==> src/rtl/ysyx_25040129_icache_2way.sv <==
// Two-way set-associative instruction cache with LRU replacement and INCR-burst refill.
// Optional macro YSYX_25040129_ICACHE_SATP_TAG_EN adds satp[31:12] to each line's tag.
module ysyx_25040129_icache_2way #(
   parameter int unsigned SET_DIG = 3,
   parameter int unsigned OFF_DIG = 4
) (
   input  logic        clk,
   input  logic        rst,
   input  logic [31:0] ifu_araddr,
   input  logic        ifu_arvalid,
   output logic        ifu_arready,
   output logic [31:0] ifu_rdata,
   output logic [1:0]  ifu_rresp,
   output logic        ifu_rvalid,
   input  logic        ifu_rready,
   output logic [31:0] out_araddr,
   output logic        out_arvalid,
   input  logic        out_arready,
   output logic [7:0]  out_arlen,
   output logic [1:0]  out_arburst,
   input  logic [31:0] out_rdata,
   input  logic [1:0]  out_rresp,
   input  logic        out_rvalid,
   output logic        out_rready,
   input  logic        out_rlast,
   input  logic        fence_i,
   input  logic [31:0] satp
);

   localparam int unsigned WORDS  = 1 << (OFF_DIG - 2);
   localparam int unsigned SETS   = 1 << SET_DIG;
   localparam int unsigned TAG_W  = 32 - OFF_DIG - SET_DIG;
   localparam int unsigned WORD_W = (OFF_DIG > 2) ? OFF_DIG - 2 : 1;
   localparam logic [31:0] WORD_MASK = 32'(WORDS - 1);
   localparam logic [WORD_W-1:0] CNT_MAX = WORD_W'(WORDS - 1);

   localparam logic [1:0] S_IDLE     = 2'd0;
   localparam logic [1:0] S_WAIT_IFU = 2'd1;
   localparam logic [1:0] S_WAIT_AR  = 2'd2;
   localparam logic [1:0] S_WAIT_R   = 2'd3;

   logic [1:0]        state_q, state_d;
   logic [31:0]       addr_q, addr_d;
   logic [31:0]       rdata_q, rdata_d;
   logic [1:0]        rresp_q, rresp_d;
   logic [WORD_W-1:0] cnt_q, cnt_d;
   logic              victim_q, victim_d;
   logic              flush_pending_q, flush_pending_d;
   logic [SETS-1:0]   valid0_q, valid0_d;
   logic [SETS-1:0]   valid1_q, valid1_d;
   logic [SETS-1:0]   lru_q, lru_d;

   logic [31:0]       data_mem [2][SETS][WORDS];
   logic [TAG_W-1:0]  tag_mem  [2][SETS];

   logic [SET_DIG-1:0] lk_idx;
   logic [TAG_W-1:0]   lk_tag;
   logic [WORD_W-1:0]  lk_word;
   logic [SET_DIG-1:0] rf_idx;
   logic [TAG_W-1:0]   rf_tag;
   logic [WORD_W-1:0]  rf_word;
   logic               hit0, hit1, hit_way, lookup_hit;
   logic [31:0]        hit_data;
   logic               mem_we, tag_we;

   assign lk_idx  = ifu_araddr[OFF_DIG+SET_DIG-1:OFF_DIG];
   assign lk_tag  = ifu_araddr[31:OFF_DIG+SET_DIG];
   assign lk_word = WORD_W'((ifu_araddr >> 2) & WORD_MASK);
   assign rf_idx  = addr_q[OFF_DIG+SET_DIG-1:OFF_DIG];
   assign rf_tag  = addr_q[31:OFF_DIG+SET_DIG];
   assign rf_word = WORD_W'((addr_q >> 2) & WORD_MASK);

`ifdef YSYX_25040129_ICACHE_SATP_TAG_EN
   logic [19:0] satp_mem [2][SETS];
   logic        unused_bits;
   assign unused_bits = ^satp[11:0];
   assign hit0 = valid0_q[lk_idx] && (tag_mem[0][lk_idx] == lk_tag) && (satp_mem[0][lk_idx] == satp[31:12]);
   assign hit1 = valid1_q[lk_idx] && (tag_mem[1][lk_idx] == lk_tag) && (satp_mem[1][lk_idx] == satp[31:12]);
`else
   logic        unused_bits;
   assign unused_bits = ^satp;
   assign hit0 = valid0_q[lk_idx] && (tag_mem[0][lk_idx] == lk_tag);
   assign hit1 = valid1_q[lk_idx] && (tag_mem[1][lk_idx] == lk_tag);
`endif

   assign hit_way    = ~hit0;
   assign hit_data   = data_mem[hit_way][lk_idx][lk_word];
   assign lookup_hit = (state_q == S_IDLE) && ifu_arvalid && ifu_arready && (hit0 || hit1);

   // Handshake outputs: the hit path answers in the same cycle as the request.
   assign ifu_arready = (state_q == S_IDLE) && !fence_i && !flush_pending_q;
   assign ifu_rvalid  = lookup_hit || (state_q == S_WAIT_IFU);
   assign ifu_rdata   = (state_q == S_WAIT_IFU) ? rdata_q : hit_data;
   assign ifu_rresp   = (state_q == S_WAIT_IFU) ? rresp_q : 2'b00;
   assign out_arvalid = (state_q == S_WAIT_AR);
   assign out_araddr  = {addr_q[31:OFF_DIG], {OFF_DIG{1'b0}}};
   assign out_arlen   = 8'(WORDS - 1);
   assign out_arburst = 2'b01;
   assign out_rready  = (state_q == S_WAIT_R);

   // Next-state logic for control, LRU and valid bits.
   always_comb begin
      state_d         = state_q;
      addr_d          = addr_q;
      rdata_d         = rdata_q;
      rresp_d         = rresp_q;
      cnt_d           = cnt_q;
      victim_d        = victim_q;
      flush_pending_d = flush_pending_q;
      valid0_d        = valid0_q;
      valid1_d        = valid1_q;
      lru_d           = lru_q;
      mem_we          = 1'b0;
      tag_we          = 1'b0;

      case (state_q)
         S_IDLE: begin
            if (fence_i || flush_pending_q) begin
               valid0_d        = '0;
               valid1_d        = '0;
               flush_pending_d = 1'b0;
            end else if (ifu_arvalid) begin
               if (hit0 || hit1) begin
                  lru_d[lk_idx] = ~hit_way;
                  if (!ifu_rready) begin
                     state_d = S_WAIT_IFU;
                     rdata_d = hit_data;
                     rresp_d = 2'b00;
                  end
               end else begin
                  addr_d  = ifu_araddr;
                  rresp_d = 2'b00;
                  state_d = S_WAIT_AR;
                  if (!valid0_q[lk_idx]) begin
                     victim_d = 1'b0;
                  end else if (!valid1_q[lk_idx]) begin
                     victim_d = 1'b1;
                  end else begin
                     victim_d = lru_q[lk_idx];
                  end
               end
            end
         end
         S_WAIT_AR: begin
            if (out_arready) begin
               state_d = S_WAIT_R;
               cnt_d   = '0;
            end
         end
         S_WAIT_R: begin
            if (out_rvalid) begin
               mem_we = 1'b1;
               if (cnt_q != CNT_MAX) begin
                  cnt_d = cnt_q + WORD_W'(1);
               end
               if (rresp_q == 2'b00) begin
                  rresp_d = out_rresp;
               end
               if (cnt_q == rf_word) begin
                  rdata_d = out_rdata;
               end
               // A line that saw any error beat is never marked valid.
               if (out_rlast) begin
                  tag_we        = 1'b1;
                  lru_d[rf_idx] = ~victim_q;
                  state_d       = S_WAIT_IFU;
                  if ((rresp_q == 2'b00) && (out_rresp == 2'b00)) begin
                     if (victim_q) begin
                        valid1_d[rf_idx] = 1'b1;
                     end else begin
                        valid0_d[rf_idx] = 1'b1;
                     end
                  end
               end
            end
         end
         S_WAIT_IFU: begin
            if (ifu_rready) begin
               state_d = S_IDLE;
            end
         end
         default: state_d = S_IDLE;
      endcase

      if (fence_i && (state_q != S_IDLE)) begin
         flush_pending_d = 1'b1;
      end
   end

   always_ff @(posedge clk) begin
      if (rst) begin
         state_q         <= S_IDLE;
         addr_q          <= '0;
         rdata_q         <= '0;
         rresp_q         <= 2'b00;
         cnt_q           <= '0;
         victim_q        <= 1'b0;
         flush_pending_q <= 1'b0;
         valid0_q        <= '0;
         valid1_q        <= '0;
         lru_q           <= '0;
      end else begin
         state_q         <= state_d;
         addr_q          <= addr_d;
         rdata_q         <= rdata_d;
         rresp_q         <= rresp_d;
         cnt_q           <= cnt_d;
         victim_q        <= victim_d;
         flush_pending_q <= flush_pending_d;
         valid0_q        <= valid0_d;
         valid1_q        <= valid1_d;
         lru_q           <= lru_d;
      end
   end

   // Data/tag arrays carry no reset; validity is tracked by the valid bits.
   always_ff @(posedge clk) begin
      if (mem_we) begin
         data_mem[victim_q][rf_idx][cnt_q] <= out_rdata;
      end
      if (tag_we) begin
         tag_mem[victim_q][rf_idx] <= rf_tag;
`ifdef YSYX_25040129_ICACHE_SATP_TAG_EN
         satp_mem[victim_q][rf_idx] <= satp[31:12];
`endif
      end
   end

endmodule

==> config.mk <==
export PLATFORM = sky130hd
export DESIGN_NAME = ysyx_25040129_icache_2way
export DESIGN_NICKNAME = d
export VERILOG_FILES = /design/src/rtl/ysyx_25040129_icache_2way.sv
export SDC_FILE = /design/constraint.sdc
export NUM_CORES = 2
export LEC_CHECK = 0
export CAP_MARGIN = 40
export CORE_ASPECT_RATIO = 0.75
export CORE_MARGIN = 5
export CORE_UTILIZATION = 50
export DETAILED_ROUTE_END_ITERATION = 6
export PLACE_DENSITY = 0.72
export SETUP_SLACK_MARGIN = 0.1
export SLEW_MARGIN = 20
export SYNTH_ARGS = -nofsm -noshare
export SYNTH_HDL_FRONTEND = slang
export SYNTH_SLANG_ARGS = --single-unit
export TNS_END_PERCENT = 5
==> constraint.sdc <==
create_clock -name clk -period 6.5 [get_ports clk]
set_clock_uncertainty 0.05 [all_clocks]
set_input_delay 1.625 -clock clk [delete_from_list [all_inputs] [get_ports clk]]
set_output_delay 1.625 -clock clk [all_outputs]
set_load 0.05 [all_outputs]
==> impl_results.md <==
- Post-synth EDFFs: 2448
- Crit. End Element: output port
- Top-area cell type share of the netlist area: between 70 and 80%
- GRT overflow: 0
- Failing checks: design-rule violations, negative setup slack
- # port buffers: ~140
- Starting Density: between 50% and 60%
- Total power density per cell area: 300 nW/µm²
- Post-placement cell area: roughly 110000 µm²
- Syn Inst Count: 5304
- Yosys top cell by area: edfxtp_1
- Syn. warnings: 0
- Row Count: 141
- Worst slack, placed: -1780 ps
- Initial antenna violation count: 9
- Hold WC Path Type: reg -> reg
- Drt wl/cell: 31.6 µm
- Most frequent cell after synthesis: edfxtp_1
- Clk slew on worst S/H paths: 60 ps
- Post-synthesis sequential area ratio: 76.2%
- Total CTS buffers: 233
- CP cell instances: buf_6 > inv_2 > buf_4 > mux2i_2 > xor2_1 > buf_4 > nand3_2 > nor4_4 > nand4_4 > buf_12 > bufbuf_16 > mux4_2 > a22o_1 > nor3_1 > buf_4 > nor4_4 > a21oi_2 > a21oi_4 > buf_12
- Status: finished with violations
- Critical Path RT: between 4000 and 5000 ps
- Critical path type: in -> out
- Crit-path leading delay family: buffers and inverters
- Pleak: between 30 and 40 nW
- Crit path max-delay cell type: inv_2
- Min Clock Period, post-route: 7590 ps
- Die height: 395 µm
- Fin Hold WS: roughly 420 ps
- H-Tree Depth: 4
- Placed cells: 8194
- Root Buffer: clkbuf_16
- Startpoint types: primary input
- TritonCTS Sinks: 2542
- Design area: ~120000 µm²
- CP Max Fanout: 11
- Least-Margin Pin Slew: 899 ps
- Global-route wire length before repair: 391000 µm
- Peak VDD IR: 0.286 mV
- Clock latency on the worst-skew pair: roughly 870 ps
- Avg Cell Area, Syn: roughly 19 µm²
- Worst path arrival time: 5920 ps
- Die W: about 520 µm
- Largest net degree at the start of global routing: about 110
- Count of different cell masters after synthesis: 80
- Setup crit start: ifu_araddr[5]
- Via Count: between 50000 and 60000
- Clock power share: between 30% and 40%
- GP Congestion: 0.862
- WP buf/inv: 8
- IO Pins: 186
- Max-slew headroom: about two fifths
- Die ar.: 207000 µm²
- Final Power: approximately 35 mW
- Final setup TNS: -32480 ps
- Synth top area cells: edfxtp_1, mux4_2, mux2i_1
- FF-to-FF Start: tag_mem[0][32]
- Dominant synthesized flop cell: edfxtp_1
- TritonCTS clock tree: yes
- Period utilization: 117%
- Combinational power share: 9.3%
- Fillers: approximately 14000
- RSZ-0062 raised after global routing: yes
- Final setup violation count: 33
- Synthesis-stage register bit count: 2542
- Synth cell count leaders: edfxtp_1, mux2i_1, mux4_2
- Dpl hpwl: 161000 µm
- DRC: 1
- Initial DRC count: 8202
- DR pass1 iterations: 7
- Worst Slack Setup Final: -1090 ps
- Post-synth ARST share: 0%
- Area delta synth->final: 17.6%
- GRT Total Usage: 26.2%
- Cell mode on critical path: buf_4
- Worst hold start: valid0_q[4]
- Via density: 6.46
- Sequential share of power: 52.3%
- Net count, final: 5925
- Post-DRT Antenna Nets: 0
- CTS max path bufs: 3
- Worst path max stage delay: 400 ps
- Vias in the first global route: 54800
- Final cell utilization of the core: 59.1%
- Final WL: 273000 µm
- Switching Power: around 8.2 mW
- Mapped cell area: approximately 99000 µm²
- Max Slew Vio Count: 0
- Max Clk Rate: 0.132 GHz
- Fin. Hold Viols: 0
- Fin cells: 8654
- Cell Int Power: roughly 27 mW
- Max-cap violation count: 0
- Share of post-route cells with drive strength above 1: 26.0%
- Switching Fraction: 23.5%
- Core ar.: 197000 µm²
==> kinds of logic (layout without fill, tap and decap cells) <==
logic type      after synthesis  count (layout)  synth area share, %
buf+inv                     397            1086                 1.96
other cells                   2              18              0.00759
compound gates              903             903                 6.62
flops                      2542            2542                 76.2
simple gates                650             650                 3.09
fa+ha+maj                     9               9                0.114
mux                         762             762                 11.7
xor+xnor                     39              39                0.345
==> worst min-delay path, cell delays in order, from the launching register on <==
cell and delay [ps]:
dfxtp_1 330, a21oi_1 40, nor2_1 70
==> flip-flops by register name, indices dropped and copies added (netlist names) <==
register         count
data_mem          2048
state_q              2
lru_q                8
tag_mem            400
rdata_q             32
cnt_q                2
victim_q             1
flush_pending_q      1
valid1_q             8
rresp_q              2
valid0_q             8
addr_q              30
==> routing by layer <==
layer  GRT usage (%)  share of wire, %  vias to the layer above
li1                -                 -                    22800
met1            38.0                38                    28700
met2            39.3                45                     3870
met3            6.66                13                      559
met4            8.22               3.4                        2
met5               0            0.0026                        -
==> power groups by stage <==
stage / clock (mW) / combinational (mW) / sequential (mW)
final: 13.4 / 3.24 / 18.3
after global routing: 14.3 / 3.35 / 18.3
after CTS: 13.5 / 3.16 / 18.3
after detailed placement: 0 / 3.04 / 18.6
after global placement: 0 / 2.97 / 18.6
after floorplan: 0 / 1.67 / 18.6
==> area by class of cell <==
| class | count | area [µm²] | area share, % |
|---|---|---|---|
| repair buffers | 638 | 6490 | 5.58 |
| diodes | 4 | 10.0 | 0.00860 |
| multi-input cells | 2377 | 23600 | 20.3 |
| clock inverters | 144 | 1350 | 1.16 |
| flip-flops and latches | 2542 | 75400 | 64.8 |
| inverters | 18 | 70.1 | 0.0602 |
| well taps | 2645 | 3310 | 2.84 |
| clock buffers | 286 | 6090 | 5.24 |
==> placed cells by master (no fill, tap or decap), drive strengths merged, types with 10 or more instances in the layout <==
cell	synthesis	routed
a211o	26	26
a211oi	17	17
a21oi	165	165
a221o	20	20
a221oi	88	88
a22o	75	75
a22oi	123	123
a31oi	43	43
a32oi	22	22
buf	175	569
bufinv	0	21
clkbuf	204	288
clkdlybuf4s50	0	66
clkinv	3	110
clkinvlp	0	10
conb	2	14
dfxtp	94	94
edfxtp	2448	2448
inv	15	21
mux2	62	62
mux2i	393	393
mux4	307	307
nand2	221	221
nand2b	12	12
nand3	30	30
nand4	22	22
nor2	211	211
nor3	46	46
nor4	28	28
o211a	10	10
o211ai	12	12
o21ai	111	111
o221ai	73	73
o22ai	54	54
or4	19	19
xnor2	23	23
xor2	16	16
==> timing repair <==
action,CTS,global route
gates resized for setup,163,33
endpoints found under the setup margin,33,33
setup buffers,9,5
pin swaps,40,13
hold buffers,0,0
cloned,5,1
==> final timing paths <==
path	end	slack, ps	depth (start not counted)
min	valid0_q[4]	420	2
max reg2reg	rdata_q[5]	1810	19
min reg2reg	valid0_q[4]	420	2
max	ifu_rdata[18]	-1090	19
Power figures use the tool's default switching activity.
